### src/rtl/fifo_pkg.sv
// fifo_pkg
//   Helpers shared by the write-side and read-side FIFO pointer controllers.
//   Contents:
//     depth_of      : DEPTH = 2**ADDR_W
//     bin2gray      : binary to reflected Gray code
//     gray2bin      : reflected Gray code to binary
//     params_legal  : legality test for controller parameters
//   The conversions work on 32-bit values. Callers zero-extend narrower
//   pointers on the way in and truncate the result on the way out.
package fifo_pkg;

   function automatic int depth_of(input int addr_w);
      return 1 << addr_w;
   endfunction

   function automatic logic [31:0] bin2gray(input logic [31:0] b);
      return b ^ (b >> 1);
   endfunction

   // Each binary bit is the XOR of all Gray bits at or above it. With zero
   // upper bits, a prefix XOR over every right shift gives that result.
   function automatic logic [31:0] gray2bin(input logic [31:0] g);
      logic [31:0] b;
      b = g;
      for (int i = 1; i < 32; i++) begin
         b = b ^ (g >> i);
      end
      return b;
   endfunction

   function automatic bit params_legal(input int addr_w, input int af_thresh,
                                       input int sync_stages);
      return (af_thresh >= 1) && (af_thresh <= depth_of(addr_w)) &&
             (sync_stages >= 2);
   endfunction

endpackage

### src/rtl/multi_ff_sync.sv
// multi_ff_sync
//   Synchroniser built from a reset-to-zero flop chain. It carries a Gray
//   pointer across a clock-domain boundary.
//   Ports:
//     clk  in  1      destination-domain clock
//     rst  in  1      synchronous active-high reset; clears every stage
//     d    in  WIDTH  asynchronous input (Gray coded)
//     q    out WIDTH  output of the last stage
module multi_ff_sync #(
   parameter int WIDTH  = 4,
   parameter int STAGES = 2
) (
   input  logic             clk,
   input  logic             rst,
   input  logic [WIDTH-1:0] d,
   output logic [WIDTH-1:0] q
);

   logic [WIDTH-1:0] chain [STAGES];

   always_ff @(posedge clk) begin
      if (rst) begin
         for (int i = 0; i < STAGES; i++) begin
            chain[i] <= '0;
         end
      end else begin
         chain[0] <= d;
         for (int i = 1; i < STAGES; i++) begin
            chain[i] <= chain[i-1];
         end
      end
   end

   assign q = chain[STAGES-1];

endmodule

### src/rtl/fifo_wr_ctrl.sv
// fifo_wr_ctrl
//   Write-side pointer and flag controller for a dual-clock FIFO. It sits in
//   the write clock domain between the producer and the FIFO memory.
//   Ports:
//     W_CLK      in   1         write-domain clock
//     W_RST      in   1         synchronous active-high reset
//     W_INC      in   1         producer write request
//     W_OVF_CLR  in   1         clears the sticky W_OVF flag
//     G_rptr     in   ADDR_W+1  raw Gray read pointer from the read domain
//     G_wptr     out  ADDR_W+1  registered Gray write pointer, to the read domain
//     W_addr     out  ADDR_W    binary memory write address
//     W_EN       out  1         memory write strobe (W_INC & ~W_FULL)
//     W_FULL     out  1         FIFO full
//     W_AFULL    out  1         fill level >= AF_THRESH
//     W_LEVEL    out  ADDR_W+1  words held, as seen from the write domain
//     W_OVF      out  1         sticky: a write was attempted while full
module fifo_wr_ctrl
   import fifo_pkg::*;
#(
   parameter int ADDR_W      = 3,
   parameter int AF_THRESH   = 6,
   parameter int SYNC_STAGES = 2
) (
   input  logic              W_CLK,
   input  logic              W_RST,
   input  logic              W_INC,
   input  logic              W_OVF_CLR,
   input  logic [ADDR_W:0]   G_rptr,
   output logic [ADDR_W:0]   G_wptr,
   output logic [ADDR_W-1:0] W_addr,
   output logic              W_EN,
   output logic              W_FULL,
   output logic              W_AFULL,
   output logic [ADDR_W:0]   W_LEVEL,
   output logic              W_OVF
);

   localparam int PTR_W = ADDR_W + 1;
   localparam int DEPTH = depth_of(ADDR_W);

   if (!params_legal(ADDR_W, AF_THRESH, SYNC_STAGES)) begin : g_bad_params
      $error("fifo_wr_ctrl: AF_THRESH must be 1..DEPTH and SYNC_STAGES >= 2");
   end

   logic [PTR_W-1:0] wbin;
   logic [PTR_W-1:0] wbin_next;
   logic [PTR_W-1:0] gwptr;
   logic [PTR_W-1:0] rsync;
   logic [PTR_W-1:0] rbin;
   logic [PTR_W-1:0] level;
   logic             full;
   logic             ovf;

   multi_ff_sync #(
      .WIDTH  (PTR_W),
      .STAGES (SYNC_STAGES)
   ) u_rptr_sync (
      .clk (W_CLK),
      .rst (W_RST),
      .d   (G_rptr),
      .q   (rsync)
   );

   assign rbin = PTR_W'(gray2bin(32'(rsync)));

   // The subtraction wraps modulo 2**PTR_W. The extra pointer bit therefore
   // tells full (DEPTH) apart from empty (0), and the level stays exact
   // across a pointer wrap.
   assign level = wbin - rbin;
   assign full  = (level == PTR_W'(DEPTH));

   assign W_EN      = W_INC & ~full;
   assign wbin_next = wbin + PTR_W'(W_EN);

   // The Gray pointer is registered from wbin_next. It changes on the same
   // edge as wbin, so the read domain never sees a stale value relative to
   // W_addr. Because it is a register, it has no combinational glitches
   // when it crosses domains.
   always_ff @(posedge W_CLK) begin
      if (W_RST) begin
         wbin  <= '0;
         gwptr <= '0;
      end else begin
         wbin  <= wbin_next;
         gwptr <= PTR_W'(bin2gray(32'(wbin_next)));
      end
   end

   // When a set and a clear occur on the same edge, the set wins, so an
   // overflow is never lost.
   always_ff @(posedge W_CLK) begin
      if (W_RST) begin
         ovf <= 1'b0;
      end else if (W_INC && full) begin
         ovf <= 1'b1;
      end else if (W_OVF_CLR) begin
         ovf <= 1'b0;
      end
   end

   assign G_wptr  = gwptr;
   assign W_addr  = wbin[ADDR_W-1:0];
   assign W_FULL  = full;
   assign W_AFULL = (level >= PTR_W'(AF_THRESH));
   assign W_LEVEL = level;
   assign W_OVF   = ovf;

endmodule

### config.mk
export PLATFORM = sky130hd
export DESIGN_NAME = fifo_wr_ctrl
export DESIGN_NICKNAME = d
export VERILOG_FILES = /design/src/rtl/fifo_pkg.sv /design/src/rtl/multi_ff_sync.sv /design/src/rtl/fifo_wr_ctrl.sv
export SDC_FILE = /design/constraint.sdc
export NUM_CORES = 1
export LEC_CHECK = 0
export BUFFER_PORTS_ARGS = -buffer_cell sky130_fd_sc_hd__buf_2
export CAP_MARGIN = 30
export CORE_AREA = 2 2 59 56
export CTS_BUF_LIST = sky130_fd_sc_hd__clkbuf_2
export CTS_CLUSTER_DIAMETER = 30
export CTS_CLUSTER_SIZE = 20
export DETAILED_ROUTE_END_ITERATION = 12
export DIE_AREA = 0 0 61 58
export GPL_TIMING_DRIVEN = 0
export MAX_ROUTING_LAYER = met4
export PLACE_DENSITY = 0.47
export SETUP_SLACK_MARGIN = 0.05
export SYNTH_ARGS = -nofsm -noshare
export SYNTH_HDL_FRONTEND = slang
export SYNTH_SLANG_ARGS = --single-unit
### constraint.sdc
create_clock -name W_CLK -period 2.7 [get_ports W_CLK]
set_input_delay 0.405 -clock W_CLK [delete_from_list [all_inputs] [get_ports W_CLK]]
set_output_delay 0.405 -clock W_CLK [all_outputs]
set_load 0.03 [all_outputs]
==> summary.txt <==
Run status
  • Outcome: complete, but fails checks
  • Failing checks: setup timing

Die
  • I/O Pins: 23
  • Die area: approximately 3500 um^2
  • Die Y: 58 um
  • Initial Utilization: between 20% and 30%
  • Die X-Extent: between 60 and 70 um
  • Core area: a little under 3000 um^2
  • Core Rows: 19

Synthesis
  • Flops & latches, synth: 16
  • Post-Syn Area per Cell: about 10 um^2
  • Synth top area cells: dfxtp_1 (46%), xor2_1 (10%), ha_1 (8.9%)
  • Unique masters post-synth: 18
  • Share of Yosys cell area claimed by the top area cell type: between 40% and 50%
  • Synthesis Warnings: 0
  • Register area share after synthesis: between 40 and 50%
  • Mapped Cells: 70
  • Cell accounting for the most synthesized area: dfxtp_1
  • Syn Std Cell Area: between 700 and 800 um^2
  • Syn nets: 84

Place
  • Gpl congestion: between 0.7 and 0.8
  • Buffers on Ports: 22
  • Placed Area: ~930 um^2

Clock tree
  • Max Root-Sink Buffers: 2
  • Cts bufs inserted: 3
  • Clk Tree Root Cell: clkbuf_2
  • H-tree depth: 1
  • Clock Latency Late Sink: ~0.29 ns
  • CTS tree: built
  • Worst-path clk slew: 0.15 ns
  • Clock tree sinks: 16
  • Hold buffer count at cts: 0

Flow run
  • Max-cap viol count: 0

Layout
  • Area Growth Syn to Fin: 65.2%
  • # diodes: 0
  • Layout cells sized above 1: 53.4%
  • Multi-input logic area: 542 um^2
  • Filler instances: around 290
  • Most frequent cells in the layout: buf_2 (16), dfxtp_1 (14), nor2b_1 (9)
  • Final non-filler cell area: about 1200 um^2
  • Most common cell after layout, fill and taps aside: buf_2
  • Reg area: about 330 um^2
  • Final nets: 118

Worst setup path
  • Worst Path Arrival: about 2.7 ns
  • Setup CP Type: reg2out
  • Data required, critical path: 2.30 ns
  • Worst setup SP type: flip-flop
  • Setup crit end kind: output port
  • Worst path bufs/invs: 2
  • Max stage delay on crit path: 0.39 ns
  • Worst path slowest cell: dfxtp_4
  • CP Max Fanout: 3
  • Crit-path leading delay family: XOR/XNOR gates
  • Critical Path, Cell by Cell: xnor2_4 > xor2_2 > xnor2_1 > ha_2 > inv_2 > fa_2 > xor2_4 > or3_4 > o21a_4 > buf_6

Detailed routing
  • Vias per cell: 3.82
  • Residual DRC count: 0
  • Post-route ant nets: 0
  • First drt pass iteration count: 2
  • Via count: 554
  • Initial DRC count: 4
  • Final WL: 1420 um
  • Routed wire per std cell: roughly 10 um

Power and ir drop
  • PD cells: 761 nW/um^2
  • Worst-case vdd ir drop: around 0.31 mV
  • PnR Total Power: ~880 uW
  • Static leakage: approximately 0.00048 uW

Timing
  • Final worst setup slack: -0.367 ns
  • Setup Skew: 0.00271 ns
  • RSZ-0062 raised after global routing: true
  • Post-layout min period: just over 3 ns
  • Max Slew Vio Count: 0
  • Tcrit/Tclk final: 114%
  • F_max: 326 MHz
  • Rel. slew slack: around 63%
  • Worst-margin pin slew: ~0.56 ns
  • Final setup fails: 10
  • Hold Vio Cnt, Final: 0
  • WHS: 0.312 ns

Global route
  • First-pass GRT wire length: about 2100 um
  • Initial antenna violation count: 0
  • Total gr overflow: 0
  • Pin count of the biggest net entering global routing: 11
  • Overall routing resource usage: 8.70%
  • Vias in the first global route: ~520

Hold path
  • Worst min-delay path category: in2reg
-- Yosys cell counts --
| cell type | count |
|---|---|
| nand2_1 | 4 |
| a31oi_1 | 1 |
| nand3_1 | 1 |
| or3b_1 | 1 |
| ha_1 | 5 |
| a21o_2 | 1 |
| nor2_1 | 8 |
| o21ai_1 | 1 |
| a21oi_1 | 1 |
| fa_1 | 1 |
| dfxtp_1 | 16 |
| inv_1 | 4 |
| xnor2_1 | 5 |
| xor2_1 | 8 |
| nor2b_1 | 10 |
| or3_4 | 1 |
| clkbuf_1 | 1 |
| o21a_1 | 1 |
-- through the flow --
step | setup slack, ns | utilization [%] | std cells | setup TNS, ns
floorplan | -0.261 | - | 70 | -1.57
global placement | -0.310 | 31.9 | 134 | -1.87
detailed placement | -0.324 | 31.9 | 134 | -2.14
CTS | -0.410 | 35.8 | 144 | -2.73
global route | -0.523 | 39.6 | 145 | -4.26
finish | -0.367 | 39.6 | 145 | -2.40
-- path summary, 6_finish.rpt --
kind                                       from                                 end  slack [ns]  cells past startpoint
max          u_rptr_sync.chain[0][6]$_SDFF_PP0_                                W_EN       -0.37                     10
min                                   G_rptr[2]  u_rptr_sync.chain[0][2]$_SDFF_PP0_        0.31                      2
max reg2reg  u_rptr_sync.chain[0][6]$_SDFF_PP0_                G_wptr[0]$_SDFF_PP0_       -0.32                     14
min reg2reg  u_rptr_sync.chain[0][3]$_SDFF_PP0_  u_rptr_sync.chain[0][7]$_SDFF_PP0_        0.45                      1
-- where the power goes --
part / switching, uW / leakage [uW] / total [uW] / internal (uW)
clock network: 75.2 / 0.0000140 / 107 / 32.2
registers: 26.1 / 0.000133 / 285 / 259
logic: 258 / 0.000337 / 488 / 230
-- registers in the layout (all words and copies together) (netlist names) --
name and flops:
G_wptr 3, W_OVF 1, u_rptr_sync.chain 8, wbin 4
-- logic make-up after synthesis --
group / synth area share, %
AO/OA/AOI/OAI: 4.64
XOR/XNOR: 16.3
adder cells (fa/ha/maj): 11.8
buffers and inverters: 2.68
flip-flops: 45.7
AND/OR/NAND/NOR: 18.9
-- worst register-to-register path, stage by stage, from the launching register on --
cell and delay (ns):
dfxtp_4 0.39, xnor2_4 0.19, xor2_2 0.18, xnor2_1 0.15
ha_2 0.20, inv_2 0.04, fa_2 0.37, xor2_4 0.16
or3_4 0.34, o21a_4 0.21, buf_4 0.15, ha_4 0.17
xnor2_4 0.14, xor2_1 0.16, nor2_1 0.05
-- routing by layer --
metal / GRT usage [%] / routed length (um) / up-vias
met5: - / 0 / -
met4: 3.73 / 13 / 0
met3: 4.02 / 87 / 2
met2: 13.5 / 723 / 17
met1: 9.48 / 594 / 248
li1: - / - / 287
-- what timing repair did --
| action | in CTS | in global routing |
|---|---|---|
| setup endpoints to repair | 14 | 14 |
| gates resized for setup | 15 | 20 |
| endpoints found under the hold margin | 0 | 0 |
| setup buffers | 6 | 2 |
| pin swaps | 7 | 10 |
-- layout make-up --
cell class                      instances  area share, %
Clock buffer                            3           1.30
Multi-Input combinational cell         49           46.8
Timing Repair Buffer                   29           17.3
Inverter                                4           1.30
Sequential cell                        16           28.1
Tap cell                               42           4.54
Clock inverter                          1          0.324
Buffer                                  1          0.324
No activity file was read; power rests on OpenSTA's default activity.
